`config.mk`:
```
export PLATFORM = sky130hd
export DESIGN_NAME = game_flow_ctrl
export DESIGN_NICKNAME = d
export VERILOG_FILES = /design/src/rtl/game_flow_pkg.sv /design/src/rtl/btn_edge_det.sv /design/src/rtl/game_flow_ctrl.sv
export SDC_FILE = /design/constraint.sdc
export NUM_CORES = 1
export LEC_CHECK = 0
export CAP_MARGIN = 20
export CORE_MARGIN = 10
export CORE_UTILIZATION = 45
export CTS_BUF_LIST = sky130_fd_sc_hd__clkbuf_4 sky130_fd_sc_hd__clkbuf_8 sky130_fd_sc_hd__clkbuf_16
export CTS_CLUSTER_DIAMETER = 50
export DETAILED_ROUTE_END_ITERATION = 8
export PLACE_DENSITY = 0.79
export SETUP_SLACK_MARGIN = 0.05
export SYNTH_ARGS = -nofsm -noshare
export SYNTH_HDL_FRONTEND = slang
export SYNTH_SLANG_ARGS = --single-unit
```
`constraint.sdc`:
```
create_clock -name clk -period 13.15 [get_ports clk]
set_input_delay 1.315 -clock clk [delete_from_list [all_inputs] [get_ports clk]]
set_output_delay 1.315 -clock clk [all_outputs]
set_load 0.005 [all_outputs]
```
`src/rtl/game_flow_pkg.sv`:
```
// Shared types and constants for the game sequencer: FSM state encoding,
// datapath "finished" status codes and the score width.
package game_flow_pkg;

    localparam int SCORE_W = 14;

    typedef enum logic [2:0] {
        IDLE  = 3'd0,
        PLAY  = 3'd1,
        CLEAR = 3'd2,
        PAUSE = 3'd3,
        OVER  = 3'd4
    } game_state_t;

    // Codes 3..7 are reserved and fall through as FIN_RUN
    localparam logic [2:0] FIN_RUN   = 3'd0;
    localparam logic [2:0] FIN_CLEAR = 3'd1;
    localparam logic [2:0] FIN_LOST  = 3'd2;

endpackage

```
`src/rtl/btn_edge_det.sv`:
```
// Registers a synchronous, debounced button level and emits a one-cycle pulse
// on its rising edge, so a held button produces exactly one event.
module btn_edge_det (
    input  logic clk,
    input  logic rst_n,
    input  logic btn,
    output logic rise
);

    logic btn_p1;

    always_ff @(posedge clk or negedge rst_n) begin
        if (!rst_n) begin
            btn_p1 <= 1'b0;
        end else begin
            btn_p1 <= btn;
        end
    end

    assign rise = btn & ~btn_p1;

endmodule

```
`src/rtl/game_flow_ctrl.sv`:
```
// Top-level game sequencer: FSM, frame counter and score/high-score datapath.
// Optional pause support is compiled in when GAME_PAUSE_EN is defined.
module game_flow_ctrl
    import game_flow_pkg::*;
#(
    parameter int MAX_SCORE    = 9999,
    parameter int OVER_FRAMES  = 120,
    parameter int CLEAR_FRAMES = 60
) (
    input  logic               clk,
    input  logic               rst_n,
    input  logic               frame_tick,
    input  logic               btn_start,
    input  logic               btn_pause,
    input  logic [2:0]         finished,
    input  logic [1:0]         plus_score,
    output logic               enable_game,
    output logic               freeze,
    output logic               show_game_start,
    output logic               show_game_over,
    output logic               game_clr,
    output logic [SCORE_W-1:0] score,
    output logic [SCORE_W-1:0] high_score
);

    localparam int FRAME_MAX = (OVER_FRAMES > CLEAR_FRAMES) ? OVER_FRAMES : CLEAR_FRAMES;
    localparam int FCNT_W    = $clog2(FRAME_MAX + 1);

    function automatic logic [SCORE_W-1:0] sat_add(input logic [SCORE_W-1:0] a,
                                                   input logic [1:0]         b);
        logic [SCORE_W:0] sum;
        sum = {1'b0, a} + {{(SCORE_W - 1){1'b0}}, b};
        if (sum > (SCORE_W + 1)'(MAX_SCORE)) begin
            sat_add = SCORE_W'(MAX_SCORE);
        end else begin
            sat_add = sum[SCORE_W-1:0];
        end
    endfunction

    game_state_t        state, state_next;
    logic               clr_next;
    logic               start_rise;
    logic               pause_rise;
    logic [FCNT_W-1:0]  frame_cnt;
    logic [FCNT_W-1:0]  frame_target;
    logic               frame_done;
    logic               score_live;
    logic [SCORE_W-1:0] score_upd;

    btn_edge_det u_start_edge (
        .clk   (clk),
        .rst_n (rst_n),
        .btn   (btn_start),
        .rise  (start_rise)
    );

`ifdef GAME_PAUSE_EN
    btn_edge_det u_pause_edge (
        .clk   (clk),
        .rst_n (rst_n),
        .btn   (btn_pause),
        .rise  (pause_rise)
    );
`else
    logic unused_btn_pause;
    assign unused_btn_pause = btn_pause;
    assign pause_rise       = 1'b0;
`endif

    assign frame_target = (state == OVER) ? FCNT_W'(OVER_FRAMES) : FCNT_W'(CLEAR_FRAMES);
    assign frame_done   = (frame_cnt == frame_target);
    assign score_live   = (state == PLAY) || (state == CLEAR);
    assign score_upd    = score_live ? sat_add(score, plus_score) : score;

    // Next-state logic; finished status takes priority over a pause request
    always_comb begin
        state_next = state;
        clr_next   = 1'b0;
        case (state)
            IDLE: begin
                if (start_rise) begin
                    state_next = PLAY;
                    clr_next   = 1'b1;
                end
            end
            PLAY: begin
                if (finished == FIN_LOST) begin
                    state_next = OVER;
                end else if (finished == FIN_CLEAR) begin
                    state_next = CLEAR;
                end else if (pause_rise) begin
                    state_next = PAUSE;
                end
            end
            CLEAR: begin
                if (frame_done) begin
                    state_next = PLAY;
                    clr_next   = 1'b1;
                end
            end
            PAUSE: begin
                if (pause_rise) begin
                    state_next = PLAY;
                end
            end
            OVER: begin
                if (frame_done && start_rise) begin
                    state_next = IDLE;
                end
            end
            default: begin
                state_next = IDLE;
            end
        endcase
    end

    always_ff @(posedge clk or negedge rst_n) begin
        if (!rst_n) begin
            state <= IDLE;
        end else begin
            state <= state_next;
        end
    end

    // Output register: decoded from the state being entered
    always_ff @(posedge clk or negedge rst_n) begin
        if (!rst_n) begin
            enable_game     <= 1'b0;
            freeze          <= 1'b0;
            show_game_start <= 1'b1;
            show_game_over  <= 1'b0;
            game_clr        <= 1'b0;
        end else begin
            enable_game     <= (state_next == PLAY) || (state_next == CLEAR) ||
                               (state_next == PAUSE);
            freeze          <= (state_next != PLAY);
            show_game_start <= (state_next == IDLE);
            show_game_over  <= (state_next == OVER);
            game_clr        <= clr_next;
        end
    end

    always_ff @(posedge clk or negedge rst_n) begin
        if (!rst_n) begin
            frame_cnt <= '0;
        end else if (state_next != state) begin
            frame_cnt <= '0;
        end else if (frame_tick && ((state == CLEAR) || (state == OVER)) && !frame_done) begin
            frame_cnt <= frame_cnt + 1'b1;
        end
    end

    // Points arriving on the losing cycle are included before the high-score compare
    always_ff @(posedge clk or negedge rst_n) begin
        if (!rst_n) begin
            score      <= '0;
            high_score <= '0;
        end else begin
            if ((state == IDLE) && (state_next == PLAY)) begin
                score <= '0;
            end else begin
                score <= score_upd;
            end
            if ((state != OVER) && (state_next == OVER) && (score_upd > high_score)) begin
                high_score <= score_upd;
            end
        end
    end

endmodule
```
==> run_results.csv <==
group,metric,value,unit
status,outcome,"finished clean",
floorplan,core,6390,um2
clock_tree,cts_max_path_buffers,2,
logic_synthesis,syn_avg_cell_area,9.14,um2
global_route,grt_pass1_vias,2596,
sta,drv_slew,0,
logic_synthesis,synth_top_family_by_area,"simple AND/OR/NAND/NOR gates",
drt,drt-total-wl,6.88,mm
sta,max_clock_freq,157,MHz
drt,vias,2583,
placement,dpl_cell_area,3430,um2
placement,place.port_buffers,41,
worst_setup_path,critPathKind,"input pin to register",
logic_synthesis,yosys.area_share.simple,0.231,
sta,hold_viol,0,
floorplan,die_area,10300,um2
logic_synthesis,ys_seq_area_frac,0.370,
run,drv_cap,0,
logic_synthesis,yosys.area_share.xor_xnor,0.0353,
logic_synthesis,syn-num-nets,355,
sta,setup-tns-final,0,ns
placement,place_inst,433,
floorplan,rows,29,
logic_synthesis,ys.flop_type,"dfrtp_1",
clock_tree,cts_hold_buf,0,
floorplan,io_pins,43,
logic_synthesis,yosys.area_share.adder,0.0823,
power_and_ir_drop,power.density,138,nW/um2
worst_setup_path,timing.rr.end,"high_score[11]",
final_layout,diodes,0,
worst_setup_path,cp.required,13.32,ns
clock_tree,clock-sinks,44,
sta,fin_skew,0.0133,ns
clock_tree,h-tree-depth,2,
logic_synthesis,yosysWarnings,0,
logic_synthesis,synthMuxAreaShare,0.0588,
power_and_ir_drop,p_sw,0.196,mW
global_route,grt_pass1_wl,11.9,mm
sta,worst_pin_slew,0.954,ns
worst_setup_path,end_kind,"register",
clock_tree,cts_made_buffers,5,
sta,max_slew_margin,0.364,
worst_setup_path,cp_data_arrival_time,6.56,ns
worst_setup_path,worstSetupEndpoint,"high_score[11]",
drt,wl_per_cell,15.6,um
sta,rsz0062_at_grt,"no",
final_layout,final_cell_area,3520,um2
power_and_ir_drop,switching_share,0.403,
logic_synthesis,synth_edf_count,0,
logic_synthesis,ys_top_cells_by_count,"dfrtp_1, nor2_1, inv_1",
clock_tree,cts_tree,"yes",
logic_synthesis,synth_most_common_cell,"dfrtp_1",
clock_tree,cts_resized,0,
logic_synthesis,ys_ff_latch,44,
placement,hpwl,5.32,mm
logic_synthesis,synth.top_cell.area_share,0.361,
global_route,antenna_found_initial,0,
worst_setup_path,worstSetupStartpointType,"input pin",
worst_setup_path,crit_start,"plus_score[0]",
logic_synthesis,synth_compound_area_frac,0.160,
drt,via_per_inst,5.86,
power_and_ir_drop,pwr-share-seq,0.378,
sta,finalSetupViolCount,0,
clock_tree,post_cts_buffers,0,
power_and_ir_drop,p_int,0.291,mW
final_layout,nets,392,
final_layout,syn_to_final_growth,18.2,%
logic_synthesis,synthCells,326,
drt,drcViolationCount,0,
sta,fin_crit_sh,0.486,
power_and_ir_drop,leakagePower,1.68,nW
global_route,grt_max_degree,45,
placement,gp_congestion,0.889,
logic_synthesis,syn_area,2980,um2
logic_synthesis,ys_types,62,
drt,drtIter0Drc,137,
global_route,grt_usage,0.139,
final_layout,final_layout_size_suffix_gt1_frac,0.110,
worst_hold_path,hp-class,"register to register",
global_route,grt.overflow.total,0,
clock_tree,clock_latency,0.30,ns
final_layout,final_cell_count_no_fill,441,
floorplan,die_height,101,um
power_and_ir_drop,ir_drop,0.0000947,V
worst_hold_path,hold_start,"high_score[11]",
worst_setup_path,worst-r2r-setup-slack,7.80,ns
floorplan,start_util,0.466,
logic_synthesis,synthArstFlopShare,1.00,
drt,first_pass_iters,4,
power_and_ir_drop,comb_power_share,0.446,
worst_setup_path,crit_fanout,8,
logic_synthesis,synth_area_leader_cell,"dfrtp_1",
drt,final_antenna_net_count,0,
power_and_ir_drop,clkPwrFrac,0.176,
sta,min_period,6.39,ns
clock_tree,path_clk_slew,0.07,ns
worst_setup_path,reg2reg_depth,17,
floorplan,die_w,101,um
clock_tree,cts-root-buf,"clkbuf_8",
logic_synthesis,synthTopCellsByArea,"dfrtp_1, ha_1, nor2_1",
worst_setup_path,r2r-start,"score[0]",
-- how the worst min path moves through the flow --
stage | cells past startpoint | to | slack (ns)
3_5_place_dp | 1 | high_score[6] | 0.53
6_report | 1 | high_score[11] | 0.55
5_1_grt | 1 | high_score[11] | 0.58
4_1_cts | 1 | high_score[6] | 0.55
2_1_floorplan | 2 | frame_cnt[5] | 0.50
3_3_place_gp | 2 | frame_cnt[5] | 0.52
-- cells by family (layout without fill, tap and decap cells) --
kind of cell    after synthesis  count (layout)
simple gates                124             124
compound gates               66              66
flops                        44              44
buf+inv                      44              82
fa+ha+maj                    19              19
mux                          17              17
xor+xnor                     12              12
-- layer usage --
layer  vias up  track usage  wire length [um]
li1       1238            -                 -
met1      1247        0.161              2910
met2        90        0.237              3410
met3         8       0.0374               488
met4         0       0.0514                76
met5         -            0                 0
-- stage by stage --
step	utilization	setup WS, ns	total power, mW	hold WS (ns)
after floorplan	-	7.82	0.336	0.498
after global placement	0.538	6.60	0.399	0.517
after detailed placement	0.538	6.50	0.403	0.528
after CTS	0.552	6.80	0.489	0.546
after global routing	0.552	6.45	0.526	0.583
final	0.552	6.76	0.487	0.546
-- state kept, by name, indices dropped and copies added, names as in the netlist --
register and flops:
show_game_start 1, state 3, frame_cnt 7, high_score 14, u_start_edge.btn_p1 1, freeze 1, show_game_over 1, score 14
game_clr 1, enable_game 1
-- area by class of cell --
cell class | instances | area (um2)
Fill cell | 579 | 2860
Tap cell | 77 | 96.3
Clock buffer | 7 | 83.8
Inverter | 30 | 113
Multi-Input combinational cell | 238 | 1690
Sequential cell | 44 | 1100
Timing Repair Buffer | 44 | 428
Clock inverter | 1 | 5.00
-- power groups by stage --
stage / Combinational (mW) / Sequential [mW] / Clock (mW)
after global placement: 0.213 / 0.186 / 0
final: 0.217 / 0.184 / 0.0855
after CTS: 0.220 / 0.184 / 0.0858
after floorplan: 0.164 / 0.172 / 0
after detailed placement: 0.217 / 0.187 / 0
after global routing: 0.246 / 0.188 / 0.0920
-- worst max-delay path: stages --
cell and delay (ns):
clkdlybuf4s50_1 0.40, ha_1 0.24, fa_1 0.44, and4_1 0.26, and3_1 0.21, mux2i_1 0.44, nand2_1 0.28, a21oi_1 0.32
o221ai_1 0.26, inv_1 0.12, ha_1 0.25, nand2_1 0.06, o21ai_0 0.07, a2111oi_0 0.43, nor2_1 0.12, o31ai_2 0.69
buf_4 0.31, mux2_2 0.35
-- cells in the final DEF, fill, tap and decap left out, types with 11 or more instances in the layout --
master           count
a21oi_1             18
clkdlybuf4s50_1     40
dfrtp_1             43
ha_1                18
inv_1               30
mux2i_1             13
nand2_1             17
nand4_1             11
nor2_1              38
Note: power is estimated with default switching activity, not from simulation.
